$ cat config.mk
export PLATFORM = sky130hd
export DESIGN_NAME = miss_mem_arbiter_flat
export DESIGN_NICKNAME = d
export VERILOG_FILES = /design/src/rtl/miss_mem_arbiter_if.sv /design/src/rtl/miss_mem_arbiter.sv /design/src/flat_wrapper.sv
export SDC_FILE = /design/constraint.sdc
export NUM_CORES = 1
export LEC_CHECK = 0
export CORE_AREA = 2 2 325 327
export CTS_BUF_LIST = sky130_fd_sc_hd__clkbuf_4
export CTS_CLUSTER_SIZE = 40
export DETAILED_ROUTE_END_ITERATION = 8
export DIE_AREA = 0 0 327 329
export GPL_TIMING_DRIVEN = 0
export HOLD_SLACK_MARGIN = 0.15
export MAX_ROUTING_LAYER = met4
export PLACE_DENSITY = 0.43
export SLEW_MARGIN = 20
export SYNTH_ARGS = -nofsm -noshare
export SYNTH_HDL_FRONTEND = slang
export SYNTH_SLANG_ARGS = --single-unit
$ cat constraint.sdc
create_clock -name clock -period 5.21 [get_ports clock]
set_clock_uncertainty 0.05 [all_clocks]
set_input_delay 1.563 -clock clock [delete_from_list [all_inputs] [get_ports clock]]
set_output_delay 1.563 -clock clock [all_outputs]
set_load 0.005 [all_outputs]
$ cat src/rtl/miss_mem_arbiter_if.sv
// Miss-port bundle between the icache/dcache miss ports, the arbiter and main memory.
// Modport slave is the arbiter's view; modport master is the caches'/memory's view.
interface miss_mem_arbiter_if #(
    parameter int unsigned ADDR_W = 20,
    parameter int unsigned LINE_W = 128
);
    localparam int unsigned REQ_W = 1 + ADDR_W + LINE_W;

    logic              ic_req_valid;
    logic [REQ_W-1:0]  ic_req_info;
    logic              ic_rsp_valid;
    logic [LINE_W-1:0] ic_rsp_data;
    logic              ic_rsp_bus_error;

    logic              dc_req_valid;
    logic [REQ_W-1:0]  dc_req_info;
    logic              dc_rsp_valid;
    logic [LINE_W-1:0] dc_rsp_data;
    logic              dc_rsp_bus_error;

    logic              mem_req_valid;
    logic              mem_req_ready;
    logic [REQ_W-1:0]  mem_req_info;
    logic              mem_rsp_valid;
    logic [LINE_W-1:0] mem_rsp_data;
    logic              mem_rsp_error;

    modport slave (
        input  ic_req_valid, ic_req_info, dc_req_valid, dc_req_info,
        input  mem_req_ready, mem_rsp_valid, mem_rsp_data, mem_rsp_error,
        output ic_rsp_valid, ic_rsp_data, ic_rsp_bus_error,
        output dc_rsp_valid, dc_rsp_data, dc_rsp_bus_error,
        output mem_req_valid, mem_req_info
    );

    modport master (
        output ic_req_valid, ic_req_info, dc_req_valid, dc_req_info,
        output mem_req_ready, mem_rsp_valid, mem_rsp_data, mem_rsp_error,
        input  ic_rsp_valid, ic_rsp_data, ic_rsp_bus_error,
        input  dc_rsp_valid, dc_rsp_data, dc_rsp_bus_error,
        input  mem_req_valid, mem_req_info
    );
endinterface

$ cat src/rtl/miss_mem_arbiter.sv
// Round-robin arbiter of icache/dcache miss requests onto one main-memory port.
// One request outstanding at a time; fill/ack returned as a registered one-cycle pulse.
// Optional request timeout enabled by defining MISS_ARB_TIMEOUT_EN.
module miss_mem_arbiter #(
    parameter int unsigned ADDR_W         = 20,
    parameter int unsigned LINE_W         = 128,
    parameter int unsigned TIMEOUT_CYCLES = 255,
    parameter int unsigned CNT_W          = 8
) (
    input logic                 clock,
    input logic                 reset,
    miss_mem_arbiter_if.slave   bus
);
    localparam int unsigned REQ_W = 1 + ADDR_W + LINE_W;

    typedef enum logic [1:0] {StIdle, StReq, StWait, StDone} state_e;

    state_e            state_q, state_d;
    logic              grant_dc_q, grant_dc_d;  // granted requester: 1 = dcache
    logic              last_dc_q, last_dc_d;    // last grant went to dcache
    logic [REQ_W-1:0]  info_q, info_d;
    logic [LINE_W-1:0] data_q, data_d;
    logic              err_q, err_d;
    logic              pick_dc;

`ifdef MISS_ARB_TIMEOUT_EN
    logic [CNT_W-1:0]  cnt_q, cnt_d;
    logic              timeout;

    assign timeout = (cnt_q == CNT_W'(TIMEOUT_CYCLES - 1));
`endif

    // Next-state, grant selection and response capture
    always_comb begin
        state_d    = state_q;
        grant_dc_d = grant_dc_q;
        last_dc_d  = last_dc_q;
        info_d     = info_q;
        data_d     = data_q;
        err_d      = err_q;
        // Contention goes to whichever side did not win last time
        pick_dc    = bus.dc_req_valid && (!bus.ic_req_valid || !last_dc_q);
`ifdef MISS_ARB_TIMEOUT_EN
        cnt_d      = cnt_q;
`endif
        unique case (state_q)
            StIdle: begin
                if (bus.ic_req_valid || bus.dc_req_valid) begin
                    grant_dc_d = pick_dc;
                    last_dc_d  = pick_dc;
                    info_d     = pick_dc ? bus.dc_req_info : bus.ic_req_info;
                    state_d    = StReq;
`ifdef MISS_ARB_TIMEOUT_EN
                    cnt_d      = '0;
`endif
                end
            end
            StReq: begin
`ifdef MISS_ARB_TIMEOUT_EN
                cnt_d = cnt_q + CNT_W'(1);
                if (timeout) begin
                    data_d  = '0;
                    err_d   = 1'b1;
                    state_d = StDone;
                end else
`endif
                if (bus.mem_req_ready) begin
                    state_d = StWait;
                end
            end
            StWait: begin
`ifdef MISS_ARB_TIMEOUT_EN
                cnt_d = cnt_q + CNT_W'(1);
`endif
                // A real response wins over a timeout in the same cycle
                if (bus.mem_rsp_valid) begin
                    data_d  = bus.mem_rsp_data;
                    err_d   = bus.mem_rsp_error;
                    state_d = StDone;
                end
`ifdef MISS_ARB_TIMEOUT_EN
                else if (timeout) begin
                    data_d  = '0;
                    err_d   = 1'b1;
                    state_d = StDone;
                end
`endif
            end
            StDone: begin
                state_d = StIdle;
            end
            default: begin
                state_d = StIdle;
            end
        endcase
    end

    // State and datapath registers, synchronous reset
    always_ff @(posedge clock) begin
        if (reset) begin
            state_q    <= StIdle;
            grant_dc_q <= 1'b0;
            last_dc_q  <= 1'b0;
            info_q     <= '0;
            data_q     <= '0;
            err_q      <= 1'b0;
        end else begin
            state_q    <= state_d;
            grant_dc_q <= grant_dc_d;
            last_dc_q  <= last_dc_d;
            info_q     <= info_d;
            data_q     <= data_d;
            err_q      <= err_d;
        end
    end

`ifdef MISS_ARB_TIMEOUT_EN
    // Timeout counter over REQ+WAIT
    always_ff @(posedge clock) begin
        if (reset) begin
            cnt_q <= '0;
        end else begin
            cnt_q <= cnt_d;
        end
    end
`endif

    // Outputs decode straight from registers; rsp data/error gated to zero off-pulse
    always_comb begin
        bus.mem_req_valid    = (state_q == StReq);
        bus.mem_req_info     = info_q;
        bus.ic_rsp_valid     = (state_q == StDone) && !grant_dc_q;
        bus.dc_rsp_valid     = (state_q == StDone) && grant_dc_q;
        bus.ic_rsp_data      = bus.ic_rsp_valid ? data_q : '0;
        bus.ic_rsp_bus_error = bus.ic_rsp_valid && err_q;
        bus.dc_rsp_data      = bus.dc_rsp_valid ? data_q : '0;
        bus.dc_rsp_bus_error = bus.dc_rsp_valid && err_q;
    end
endmodule

$ cat src/flat_wrapper.sv
// flat-port wrapper written by rule: the top's interface ports become plain ports
module miss_mem_arbiter_flat 
#(
    parameter int unsigned ADDR_W         = 20,
    parameter int unsigned LINE_W         = 128,
    parameter int unsigned TIMEOUT_CYCLES = 255,
    parameter int unsigned CNT_W          = 8
)
  (clock, reset, bus_ic_req_valid, bus_ic_req_info, bus_dc_req_valid, bus_dc_req_info, bus_mem_req_ready, bus_mem_rsp_valid, bus_mem_rsp_data, bus_mem_rsp_error, bus_ic_rsp_valid, bus_ic_rsp_data, bus_ic_rsp_bus_error, bus_dc_rsp_valid, bus_dc_rsp_data, bus_dc_rsp_bus_error, bus_mem_req_valid, bus_mem_req_info);
  miss_mem_arbiter_if #(.ADDR_W(ADDR_W), .LINE_W(LINE_W)) bus_i ();
  input logic clock;
  input logic reset;
  input wire logic [$bits(bus_i.ic_req_valid)-1:0] bus_ic_req_valid;
  input wire logic [$bits(bus_i.ic_req_info)-1:0] bus_ic_req_info;
  input wire logic [$bits(bus_i.dc_req_valid)-1:0] bus_dc_req_valid;
  input wire logic [$bits(bus_i.dc_req_info)-1:0] bus_dc_req_info;
  input wire logic [$bits(bus_i.mem_req_ready)-1:0] bus_mem_req_ready;
  input wire logic [$bits(bus_i.mem_rsp_valid)-1:0] bus_mem_rsp_valid;
  input wire logic [$bits(bus_i.mem_rsp_data)-1:0] bus_mem_rsp_data;
  input wire logic [$bits(bus_i.mem_rsp_error)-1:0] bus_mem_rsp_error;
  output wire logic [$bits(bus_i.ic_rsp_valid)-1:0] bus_ic_rsp_valid;
  output wire logic [$bits(bus_i.ic_rsp_data)-1:0] bus_ic_rsp_data;
  output wire logic [$bits(bus_i.ic_rsp_bus_error)-1:0] bus_ic_rsp_bus_error;
  output wire logic [$bits(bus_i.dc_rsp_valid)-1:0] bus_dc_rsp_valid;
  output wire logic [$bits(bus_i.dc_rsp_data)-1:0] bus_dc_rsp_data;
  output wire logic [$bits(bus_i.dc_rsp_bus_error)-1:0] bus_dc_rsp_bus_error;
  output wire logic [$bits(bus_i.mem_req_valid)-1:0] bus_mem_req_valid;
  output wire logic [$bits(bus_i.mem_req_info)-1:0] bus_mem_req_info;
  assign bus_i.ic_req_valid = bus_ic_req_valid;
  assign bus_i.ic_req_info = bus_ic_req_info;
  assign bus_i.dc_req_valid = bus_dc_req_valid;
  assign bus_i.dc_req_info = bus_dc_req_info;
  assign bus_i.mem_req_ready = bus_mem_req_ready;
  assign bus_i.mem_rsp_valid = bus_mem_rsp_valid;
  assign bus_i.mem_rsp_data = bus_mem_rsp_data;
  assign bus_i.mem_rsp_error = bus_mem_rsp_error;
  assign bus_ic_rsp_valid = bus_i.ic_rsp_valid;
  assign bus_ic_rsp_data = bus_i.ic_rsp_data;
  assign bus_ic_rsp_bus_error = bus_i.ic_rsp_bus_error;
  assign bus_dc_rsp_valid = bus_i.dc_rsp_valid;
  assign bus_dc_rsp_data = bus_i.dc_rsp_data;
  assign bus_dc_rsp_bus_error = bus_i.dc_rsp_bus_error;
  assign bus_mem_req_valid = bus_i.mem_req_valid;
  assign bus_mem_req_info = bus_i.mem_req_info;
  miss_mem_arbiter #(.ADDR_W(ADDR_W), .LINE_W(LINE_W), .TIMEOUT_CYCLES(TIMEOUT_CYCLES), .CNT_W(CNT_W)) u_core (.clock(clock), .reset(reset), .bus(bus_i));
endmodule
* Yosys cells after proc, flatten, opt, wreduce, memory -nomap -nowiden
Cells that the tools add are included.
** Cells by class
- Add/sub/neg operators :: 0
- Multiply operators :: 0
- Div/mod/pow operators :: 0
- $lt $le $gt $ge :: 0
- Equal/unequal tests :: 6
- Shift operators :: 0
- Multiplexer cells :: 7
- Bitwise gates (word level) :: 0
- Reduce and logical (&&, ||, !) cells :: 13
** Operator list (number)
- $mux W128 :: 2
- $mux W149 :: 1
- $pmux W2 S4 :: 1
- $mux W2 :: 3
- $logic_and A1 B1 Y1 :: 5
- $eq A2 B2 Y1 const B :: 2
- $ne A2 B2 Y1 const B :: 2
- $reduce_and A2 Y1 :: 2
- $reduce_and A3 Y1 :: 1
- $eq A2 B1 Y1 const B :: 1
- $logic_not A1 Y1 :: 2
- $logic_not A2 Y1 :: 1
- $logic_or A1 B1 Y1 :: 2
- $ne A2 B1 Y1 const B :: 1
** Storage, ports and cells
- Register bits :: 281
- Latch bits :: 0
- Memory bits (writable) :: 0
- Memory bits (read-only) :: 0
- Output and inout port bits :: 410
- Word-level logic and storage cells :: 31
- Memories kept :: 0

* Logic depth before layout (Yosys ltp)
Gate-level depths: netlist of run 1.
- Depth after elaboration :: 4
- Gate-level depth with buffers :: 8
- Gate-level depth less buffers :: 5

* Worst setup path before layout of run 1
No wires, ideal clock.
- Kind :: flip-flop to output port
- Start point :: register u_core.state_q[1]
- End point :: output port bus_ic_rsp_data[100]
- Data arrival time :: 1.325 ns
- Setup slack :: 2.272 ns
- Cell stages (with the launch flop) :: 6
- Buffers on the path :: 2
- Cells stage by stage :: dfxtp_1 -> ha_1 -> nor2b_1 -> buf_2 -> clkbuf_1 -> and2_1
** Between the ends
- Cells in the longest elaborated chain, start to end :: 3
** Ends and longest elaborated chain
- start: declaration :: line miss_mem_arbiter.sv:18 : state_e state_q, state_d;
- start signal: assignment :: line miss_mem_arbiter.sv:101 : state_q <= StIdle;
- start signal: assignment :: line miss_mem_arbiter.sv:108 : state_q <= state_d;
- $eq A2 B2 Y1 :: line miss_mem_arbiter.sv:132 : bus.ic_rsp_valid = (state_q == StDone) && !grant_dc_q;
- $logic_and A1 B1 Y1 :: line miss_mem_arbiter.sv:132
- $mux W128 :: line miss_mem_arbiter.sv:134 : bus.ic_rsp_data = bus.ic_rsp_valid ? data_q : '0;
- end: declaration :: line flat_wrapper.sv:22 : output wire logic [$bits(bus_i.ic_rsp_data)-1:0] bus_ic_rsp_data;
Every way passes these cells.

* Final worst setup path of run 1
- Start point :: register u_core.state_q[1]
- End point :: output port bus_ic_rsp_data[88]
The elaborated chain is that of the path after synthesis.

==> impl_results.md, run 1 <==
- Die Area: 0.108 mm²
- Hold path start: u_core.data_q[69]
- Max Freq: 203 MHz
- Post-layout util: 23.0%
- Nets: 3,082
- Lkg Pwr: 9.15 nW
- Placed cell count: 3,946
- # rows: 119
- Clk sink count: 281
- CP Capture Type: output pin
- Synth Register Bits: 281
- Gr ovfl total: 0
- RePlAce Congestion: 0.913
- R2R Path End: u_core.bus.mem_req_info[76]
- Final Max Tran Viols: 0
- Core Footprint: 0.104 mm²
- DR vias: 15,900
- Critical path type: flip-flop to output pin
- Clk slew on worst S/H paths: 0.06 ns
- DRT Pass-1 Iters: 5
- CTS buffer count: 88
- Synthesized area: 0.0127 mm²
- Critical path required time: 3.60 ns
- Synth warnings: 0
- HP Class: flip-flop to flip-flop
- Detailed Route WL: 90.5 mm
- Data arrival, critical path: 3.32 ns
- Largest net degree at the start of global routing: 14
- RSZ-0062 raised after global routing: true
- Vias in the first global route: 16,500
- Post-Syn Nets: 2,151
- Initial antenna violation count: 18
- Global route hottest layer: met2
- Post-synthesis sequential area ratio: 44.3%
- Power Density: 389 mW/mm²
- Startpoint types: flip-flop
- PortBufs: 841
- Post-DP HPWL: 76.0 mm
- Worst Hold Path EP: u_core.data_q[69]
- Post-Layout Cell Count: 4,101
- Minimum clock period: 4.94 ns
- Mapped Avg Cell Area: 7.41 µm²
- Hold depth: 2
- Setup TNS Final: 0 ns
- CTS tree: built
- Met1 usage in global routing: 17.9%
- Finish-stage setup viols: 0
- Vias per cell: 3.89
- Kind of cell adding the most delay to the critical path: buffers and inverters
- Reg2Reg Depth: 7
- Worst path cell trace: ha_2 -> nor2b_2 -> buf_4 -> clkbuf_1 -> and2_1 -> clkdlybuf4s50_1
- Clock latency on the worst-skew pair: 0.85 ns
- Post-synthesis cell type count: 26
- # DRC: 0
- Worst-margin pin slew: 0.998 ns
- Wire length per cell: 22.1 µm
- First-pass GRT wire length: 123 mm
- Die W: 327 µm
- Clk root buf: clkbuf_4
- Worst path depth: 6
- Post-CTS Hold Fix Bufs: 0
- Share of layout cells above drive strength 1: 8.77%
- Final period util: 94.7%
- Met3 Use GR: 5.33%
- Mapped Cells: 1,714
- CP Buf/Inv Count: 3
- Crit-path max FO: 10
- Maximum vdd ir drop: 158 µV
- Met2 GRT Util: 28.9%
- Starting DRC count in detailed routing: 641
- Tot GR Track Use: 16.6%
- Worst reg2reg setup slack: 2.69 ns
- Max_cap viols: 0
- Area Growth Syn to Fin: 89.1%
- Critical path's slowest cell: clkdlybuf4s50_1
- Slew headroom: 33.5%
- Initial Utilization: 12.2%
- Clk buf depth: 3
- Placed inst area: 0.0229 mm²
- Htree depth: 3
- Design area: 0.0240 mm²
- Endpoints failing hold: 0
- Routed Antenna Nets: 0
- I/O pin total: 843
- Final Total Pwr: 9.34 mW
- Outcome: finished clean
- FF-to-FF Start: u_core.state_q[0]
- Max stage delay on crit path: 0.50 ns
- Die extent in y: 329 µm
timing repair:
item,CTS,global route
resized for setup,7,4
gates cloned,0,0
pin swaps,0,0
endpoints found under the setup margin,213,4
buffers inserted,0,0
endpoints found under the hold margin,0,0
registers in the layout, summed over array words and instances, names as in the netlist:
signal,flops
u_core.bus.mem_req_info,149
u_core.data_q,128
u_core.err_q,1
u_core.grant_dc_q,1
u_core.state_q,2
routing by layer:
layer  share of wire (%)  wire length (µm)  vias to the layer above
met5                   0                 0                        -
met4                 2.3              2060                        0
met3                 7.8              7090                      127
met2                  50             45300                      678
met1                  40             36000                     7418
li1                    -                 -                     7713
cell families (layout without fill, tap and decap cells):
family | Yosys count | count (layout) | synth area share (%)
compound gates | 436 | 436 | 18.9
other cells | 0 | 8 | 0
simple gates | 822 | 822 | 29.5
flops | 281 | 281 | 44.3
buf+inv | 171 | 1159 | 6.84
fa+ha+maj | 4 | 4 | 0.394
layout make-up:
| cell class | count | area (µm²) |
|---|---|---|
| flip-flops and latches | 281 | 5630 |
| multi-input cells | 1262 | 6210 |
| plain buffers | 168 | 870 |
| clock inverters | 19 | 166 |
| inverters | 3 | 11.3 |
| repair buffers | 841 | 8420 |
| fillers | 11900 | 80300 |
| well taps | 1391 | 1740 |
| diodes | 8 | 20.0 |
| clock buffers | 128 | 961 |
Yosys cell counts (all sizes together):
library cell	count	area share (%)
a21bo	1	0.079
a21boi	1	0.15
a21oi	130	5.1
a311oi	1	0.069
a31oi	149	7.3
and2	131	6.5
and3	129	6.4
buf	96	4.6
clkbuf	72	2.1
dfxtp	281	44
ha	4	0.39
inv	3	0.089
nand2	557	16
nor2b	3	0.15
nor3b	1	0.059
nor4b	1	0.069
o21a	2	0.12
o21ai	149	5.9
o311a	1	0.079
o31a	1	0.069
o31ai	1	0.059
how the worst max path moves through the flow:
stage                            from              endpoint
floorplan           u_core.state_q[1]  bus_ic_rsp_data[100]
global placement    u_core.state_q[1]  bus_ic_rsp_data[116]
detailed placement  u_core.state_q[1]  bus_ic_rsp_data[109]
CTS                 u_core.state_q[1]   bus_ic_rsp_data[70]
global route        u_core.state_q[1]   bus_ic_rsp_data[90]
finish              u_core.state_q[1]   bus_ic_rsp_data[88]
per-stage QoR:
step                      setup slack, ns  hold WS [ns]
after floorplan                      2.27         0.390
after global placement              0.696         0.399
after detailed placement            0.675         0.404
after CTS                          0.0117         0.413
after global routing              -0.0156         0.435
final                               0.274         0.414
power by group:
part / switching (mW) / internal [mW] / leakage (nW)
Sequential: 0.430 / 2.74 / 2.31
Combinational: 2.12 / 1.68 / 6.18
Clock: 1.10 / 1.26 / 0.666
Total: 3.66 / 5.68 / 9.15
worst reg2reg max path, delay by kind of cell, from the launching register on:
kind,cells,cell delay (ns)
fa+ha+maj,1,0.24
compound gates,2,0.49
flops,1,0.33
buf+inv,4,1.22
placed cells by master, fill, tap and decap left out:
master,netlist,layout
clkdlybuf4s50_1,0,841
nand2_1,557,557
dfxtp_1,281,281
a31oi_1,149,149
and2_1,131,131
a21oi_1,130,130
and3_1,129,129
clkbuf_4,0,128
o21ai_0,90,90
clkbuf_1,72,65
buf_2,65,64
o21ai_1,59,59
buf_4,14,15
buf_6,11,11
clkinv_1,0,11
diode_2,0,8
clkbuf_2,0,7
buf_1,5,5
inv_1,3,3
ha_1,4,3
bufinv_16,0,3
o21a_1,2,2
nor2b_1,3,2
inv_6,0,2
clkinv_2,0,2
nor2b_2,0,1
a21bo_1,1,1
a21boi_4,1,1
buf_8,1,1
nor3b_1,1,1
o31ai_1,1,1
o311a_1,1,1
a311oi_1,1,1
nor4b_1,1,1
o31a_1,1,1
ha_2,0,1
clkinvlp_4,0,1
No activity file was read; power rests on OpenSTA's default activity.
==> run 2, diff against run 1 <==
Settings changed: MAX_ROUTING_LAYER met4 to unset.
==> run 2 against run 1 <==
  * First-iteration DRC count shrank 0.94%
  * Clock power is essentially flat
  * Via count decreased by 0.14%
  * Power is essentially flat
  * Critical path depth stayed put
  * Final area stayed put
  * Clock-buffer cell count unchanged
  * Sequential cell count is the same
  * Cell count did not move
  * Combinational power barely moved
==> impl_results.md, run 2 (synthesis results as in run 1) <==
- First-pass GRT wire length: 124 mm (was 123 mm)
- Max stage delay on crit path: 0.50 ns (about the same)
- DRT Pass-1 Iters: 5 (unchanged)
- Placed cell count: 3,946 (unchanged)
- I/O pin total: 843 (unchanged)
- Max_cap viols: 0 (unchanged)
- Clock latency on the worst-skew pair: 0.85 ns (about the same)
- Final period util: 95.0% (was 94.7%)
- Detailed Route WL: 90.5 mm (about the same)
- Outcome: finished clean (unchanged)
- Number of setup buffers added after CTS: 0 (unchanged)
- Clk buf depth: 3 (unchanged)
- DR vias: 15,900 (about the same)
- Setup TNS Final: 0 ns (unchanged)
- Data arrival, critical path: 3.34 ns (was 3.32 ns)
- PortBufs: 841 (unchanged)
- Post-CTS Hold Fix Bufs: 0 (unchanged)
- Minimum clock period: 4.95 ns (was 4.94 ns)
- Largest net degree at the start of global routing: 14 (unchanged)
- Vias in the first global route: 16,400 (was 16,500)
- CTS buffer count: 88 (unchanged)
- Crit-path max FO: 10 (unchanged)
- Most common cell after layout, fill and taps aside: clkdlybuf4s50_1 (unchanged)
- Lkg Pwr: 9.15 nW (unchanged)
- Die W: 327 µm (unchanged)
- Area Growth Syn to Fin: 89.1% (unchanged)
- Maximum vdd ir drop: 156 µV (was 158 µV)
- Endpoints failing hold: 0 (unchanged)
- # fillers: 11,900 (unchanged)
- Initial Utilization: 12.2% (unchanged)
- Footprint of the multi-input gates: 0.00621 mm² (unchanged)
- # DRC: 0 (unchanged)
- Routed Antenna Nets: 0 (unchanged)
- Reg area: 0.00563 mm² (unchanged)
- Worst path cell trace: ha_2 -> nor2b_2 -> buf_4 -> clkbuf_1 -> and2_1 -> clkdlybuf4s50_1 (unchanged)
- Slew headroom: 36.0% (was 33.5%)
- Starting DRC count in detailed routing: 635 (was 641)
- Setup WS pre-CTS: 0.675 ns (unchanged)
- Vias per cell: 3.88 (was 3.89)
- CP Buf/Inv Count: 3 (unchanged)
- Final WS setup: 0.260 ns (was 0.274 ns)
- Core Footprint: 0.104 mm² (unchanged)
- Critical path required time: 3.60 ns (about the same)
- Share of layout cells above drive strength 1: 8.77% (unchanged)
- CP Capture Type: output pin (unchanged)
- Max reg flops: 149 (unchanged)
- Initial antenna violation count: 18 (unchanged)
- Die Area: 0.108 mm² (unchanged)
- Power Density: 389 mW/mm² (about the same)
- CTS tree: built (unchanged)
- Worst-margin pin slew: 0.961 ns (was 0.998 ns)
- Clk root buf: clkbuf_4 (unchanged)
- Nets: 3,082 (unchanged)
- Die extent in y: 329 µm (unchanged)
- Post-DP HPWL: 76.0 mm (unchanged)
- Gr ovfl total: 0 (unchanged)
- Most frequent cells in the layout: 841 x clkdlybuf4s50_1, 557 x nand2_1, 281 x dfxtp_1, 149 x a31oi_1, 131 x and2_1 (unchanged)
- # rows: 119 (unchanged)
- Clk sink count: 281 (unchanged)
- RePlAce Congestion: 0.898 (was 0.913)
- Critical path type: flip-flop to output pin (unchanged)
- Tot GR Track Use: 16.1% (was 16.6%)
- Kind of cell adding the most delay to the critical path: buffers and inverters (unchanged)
- Hold WS: 0.412 ns (was 0.414 ns)
- Clk slew on worst S/H paths: 0.06 ns (about the same)
- Critical path's slowest cell: clkdlybuf4s50_1 (unchanged)
- HP Class: flip-flop to flip-flop (unchanged)
- Final Max Tran Viols: 0 (unchanged)
- Wire length per cell: 22.1 µm (about the same)
- Max Freq: 202 MHz (was 203 MHz)
- Finish-stage setup viols: 0 (unchanged)
- Htree depth: 3 (unchanged)
- Startpoint types: flip-flop (unchanged)
- Post-layout util: 23.0% (unchanged)
- Post-Layout Cell Count: 4,101 (unchanged)
==> run 2: routing by layer <==
layer  part of all wire [%]  up-vias  track usage, %  wire (µm)
li1                       -     7717               -          -
met1                     39     7373            17.8      35700
met2                     50      693            29.0      45300
met3                    8.2      130            5.46       7400
met4                    2.3        0            4.71       2090
met5                      0        -               0          0
==> run 2: final cells by class <==
type | instances | area share, %
diodes | 8 | 0.0833
plain buffers | 168 | 3.62
clock buffers | 128 | 4.00
clock inverters | 19 | 0.693
inverters | 3 | 0.0469
multi-input cells | 1262 | 25.9
flip-flops and latches | 281 | 23.4
well taps | 1391 | 7.24
repair buffers | 841 | 35.0
==> run 2: report_power, final <==
group / switching [mW] / internal, mW / leakage (nW)
Combinational: 2.12 / 1.68 / 6.18
Sequential: 0.433 / 2.74 / 2.31
Clock: 1.11 / 1.26 / 0.666
==> run 2: through the flow <==
stage          area [µm²]  total power, mW
2_1_floorplan       12700             4.52
3_3_place_gp        22900             7.12
3_5_place_dp        22900             7.12
4_1_cts             24000             9.60
5_1_grt             24000             9.98
6_report            24000             9.34
==> run 2: worst min-delay path: stages, from the launching register on <==
cell and delay, ns:
dfxtp_1 0.31, nand2_1 0.05, a21oi_1 0.05
==> run 2: path summary, 6_finish.rpt <==
kind | startpoint | end | slack, ns | cells past startpoint
max | u_core.state_q[1] | bus_ic_rsp_data[88] | 0.26 | 6
min | u_core.data_q[49] | u_core.data_q[49] | 0.41 | 2
min reg2reg | u_core.data_q[49] | u_core.data_q[49] | 0.41 | 2
max reg2reg | u_core.state_q[0] | u_core.bus.mem_req_info[76] | 2.74 | 7
==> run 2: what timing repair did <==
item / 4_1_cts / 5_1_grt
gates cloned: 0 / 0
setup endpoints to repair: 213 / 4
resized for setup: 7 / 4
==> run 3, diff against run 2 <==
Settings changed: CORE_AREA 2 2 325 327 to 3 3 326 328, DIE_AREA 0 0 327 329 to 0 0 329 331.
==> run 3 against run 2 <==
  * Sequential power barely moved
  * Hold slack got worse by 0.0015 ns
  * Power fell by 1.8%
  * Critical path type unchanged
  * Final area fell by 0.41%
  * Critical path depth fell by 1
==> impl_results.md, run 3 (synthesis results as in run 1) <==
- Worst path cell trace: ha_1 -> clkbuf_2 -> clkbuf_1 -> and3_1 -> clkdlybuf4s50_1 (was ha_2 -> nor2b_2 -> buf_4 -> clkbuf_1 -> and2_1 -> clkdlybuf4s50_1)
- Vias per cell: 3.92 (was 3.88)
- CTS tree: built (unchanged)
- Data arrival, critical path: 3.31 ns (was 3.34 ns)
- Worst path depth: 5 (was 6)
- Share of layout cells above drive strength 1: 8.55% (was 8.77%)
- Die Area: 0.109 mm² (was 0.108 mm²)
- HP Class: flip-flop to flip-flop (unchanged)
- Htree depth: 3 (unchanged)
- Setup TNS Final: 0 ns (unchanged)
- Final period util: 94.4% (was 95.0%)
- Worst reg2reg setup slack: 2.89 ns (was 2.74 ns)
- Die extent in y: 331 µm (was 329 µm)
- Number of setup buffers added after CTS: 0 (unchanged)
- Critical path required time: 3.60 ns (about the same)
- Lkg Pwr: 9.11 nW (was 9.15 nW)
- R2R Path End: u_core.data_q[8] (was u_core.bus.mem_req_info[76])
- I/O pin total: 843 (unchanged)
- Initial Utilization: 12.3% (was 12.2%)
- Detailed Route WL: 91.9 mm (was 90.5 mm)
- Setup crit end: bus_dc_rsp_data[110] (was bus_ic_rsp_data[88])
- RePlAce Congestion: 0.897 (was 0.898)
- Clk buf depth: 3 (unchanged)
- Kind of cell adding the most delay to the critical path: buffers and inverters (unchanged)
- Minimum clock period: 4.92 ns (was 4.95 ns)
- Area Growth Syn to Fin: 88.3% (was 89.1%)
- # fillers: 11,700 (was 11,900)
- Vias in the first global route: 16,300 (was 16,400)
- Outcome: finished clean (unchanged)
- Reg power frac: 34.3% (was 33.9%)
- Max stage delay on crit path: 0.54 ns (was 0.50 ns)
- Clock latency on the worst-skew pair: 0.86 ns (was 0.85 ns)
- Power Density: 383 mW/mm² (was 389 mW/mm²)
- Post-DP HPWL: 76.8 mm (was 76.0 mm)
- Final WS setup: 0.292 ns (was 0.260 ns)
- Endpoints failing hold: 0 (unchanged)
- DR vias: 16,000 (was 15,900)
- Final Max Tran Viols: 0 (unchanged)
- Post-layout util: 23.1% (was 23.0%)
- Setup crit start: u_core.state_q[0] (was u_core.state_q[1])
- Clk root buf: clkbuf_4 (unchanged)
- Tot GR Track Use: 16.0% (was 16.1%)
- Switching share of power: 39.7% (was 39.2%)
- Max Freq: 203 MHz (was 202 MHz)
- Max_cap viols: 0 (unchanged)
- Starting DRC count in detailed routing: 646 (was 635)
- Clk sink count: 281 (unchanged)
- # rows: 118 (was 119)
- Setup WS pre-CTS: 0.819 ns (was 0.675 ns)
- Combinational Power Share: 41.5% (was 40.7%)
- Reg2Reg Depth: 7 (unchanged)
- CTS buffer count: 90 (was 88)
- FF-to-FF Start: u_core.state_q[0] (unchanged)
- Worst-margin pin slew: 0.913 ns (was 0.961 ns)
- Wire length per cell: 22.5 µm (was 22.1 µm)
- Maximum vdd ir drop: 182 µV (was 156 µV)
- Most frequent cells in the layout: 841 x clkdlybuf4s50_1, 557 x nand2_1, 281 x dfxtp_1, 149 x a31oi_1, 131 x and2_1 (unchanged)
- Clk slew on worst S/H paths: 0.07 ns (was 0.06 ns)
- Final Total Pwr: 9.17 mW (was 9.34 mW)
- Critical path type: flip-flop to output pin (unchanged)
- # DRC: 0 (unchanged)
- Crit-path max FO: 10 (unchanged)
- RSZ-0062 raised after global routing: false
- Placed cell count: 3,935 (was 3,946)
- CP Buf/Inv Count: 3 (unchanged)
- Switching pwr: 3.64 mW (was 3.66 mW)
- P_int: 5.53 mW (was 5.68 mW)
- Die W: 329 µm (was 327 µm)
- Nets: 3,084 (was 3,082)
- Core Footprint: 0.103 mm² (was 0.104 mm²)
- CP Capture Type: output pin (unchanged)
- Slew headroom: 39.2% (was 36.0%)
- First-pass GRT wire length: 124 mm (about the same)
- Critical path's slowest cell: clkdlybuf4s50_1 (unchanged)
- Initial antenna violation count: 18 (unchanged)
- Post-Layout Cell Count: 4,088 (was 4,101)
- Max reg flops: 149 (unchanged)
- Clock power frac: 24.2% (was 25.4%)
- Finish-stage setup viols: 0 (unchanged)
- DRT Pass-1 Iters: 5 (unchanged)
- Gr ovfl total: 0 (unchanged)
- PortBufs: 841 (unchanged)
- Routed Antenna Nets: 0 (unchanged)
- Most common cell after layout, fill and taps aside: clkdlybuf4s50_1 (unchanged)
- Largest net degree at the start of global routing: 15 (was 14)
- Startpoint types: flip-flop (unchanged)
==> run 3: worst min path at each step <==
stage	start	to	slack, ns	cells after the start
floorplan	u_core.data_q[100]	u_core.data_q[100]	0.39	2
global placement	u_core.data_q[119]	u_core.data_q[119]	0.40	2
detailed placement	u_core.data_q[51]	u_core.data_q[51]	0.41	2
CTS	u_core.data_q[106]	u_core.data_q[106]	0.41	2
global route	u_core.data_q[63]	u_core.data_q[63]	0.43	2
finish	u_core.data_q[106]	u_core.data_q[106]	0.41	2
==> run 3: layout make-up <==
cell class              count  area [µm²]  area share, %
repair buffers            841        8420           35.2
multi-input cells        1262        6210           26.0
flip-flops and latches    281        5630           23.5
well taps                1380        1730           7.22
clock buffers             127         953           3.98
plain buffers             168         866           3.62
clock inverters            20         100          0.418
diodes                      6        15.0         0.0627
inverters                   3        11.3         0.0471
==> run 3: power by group through the flow <==
| stage | Sequential, mW | Clock, mW | Combinational (mW) |
|---|---|---|---|
| 2_1_floorplan | 3.08 | 0 | 1.45 |
| 3_3_place_gp | 3.18 | 0 | 3.93 |
| 3_5_place_dp | 3.18 | 0 | 3.91 |
| 4_1_cts | 3.15 | 2.35 | 3.92 |
| 5_1_grt | 3.21 | 2.45 | 4.15 |
| 6_report | 3.15 | 2.22 | 3.81 |
==> run 3: per-stage QoR <==
step / instance area, µm² / hold WS (ns)
2_1_floorplan: 12700 / 0.390
3_3_place_gp: 22800 / 0.400
3_5_place_dp: 22800 / 0.406
4_1_cts: 23900 / 0.415
5_1_grt: 23900 / 0.434
6_report: 23900 / 0.411
==> run 3: worst register-to-register path, cell delays in order, from the launching register on <==
cell and delay [ns]:
dfxtp_1 0.36, inv_1 0.09, ha_1 0.23, nand2_1 0.26, buf_2 0.38, clkbuf_1 0.56
nand2_1 0.12, a21oi_1 0.16
==> run 3: what timing repair did <==
action | CTS | global route
pin swaps | 0 | 0
hold buffers | 0 | 0
endpoints found under the setup margin | 76 | 57
hold endpoints to repair | 0 | 0
resized for setup | 4 | 1
==> run 3: layer usage <==
| metal | vias up | track usage [%] | share of wire [%] |
|---|---|---|---|
| li1 | 7714 | - | - |
| met1 | 7497 | 19.0 | 42 |
| met2 | 661 | 27.8 | 48 |
| met3 | 142 | 4.53 | 7.3 |
| met4 | 4 | 5.03 | 2.6 |
| met5 | - | 0 | 0.026 |
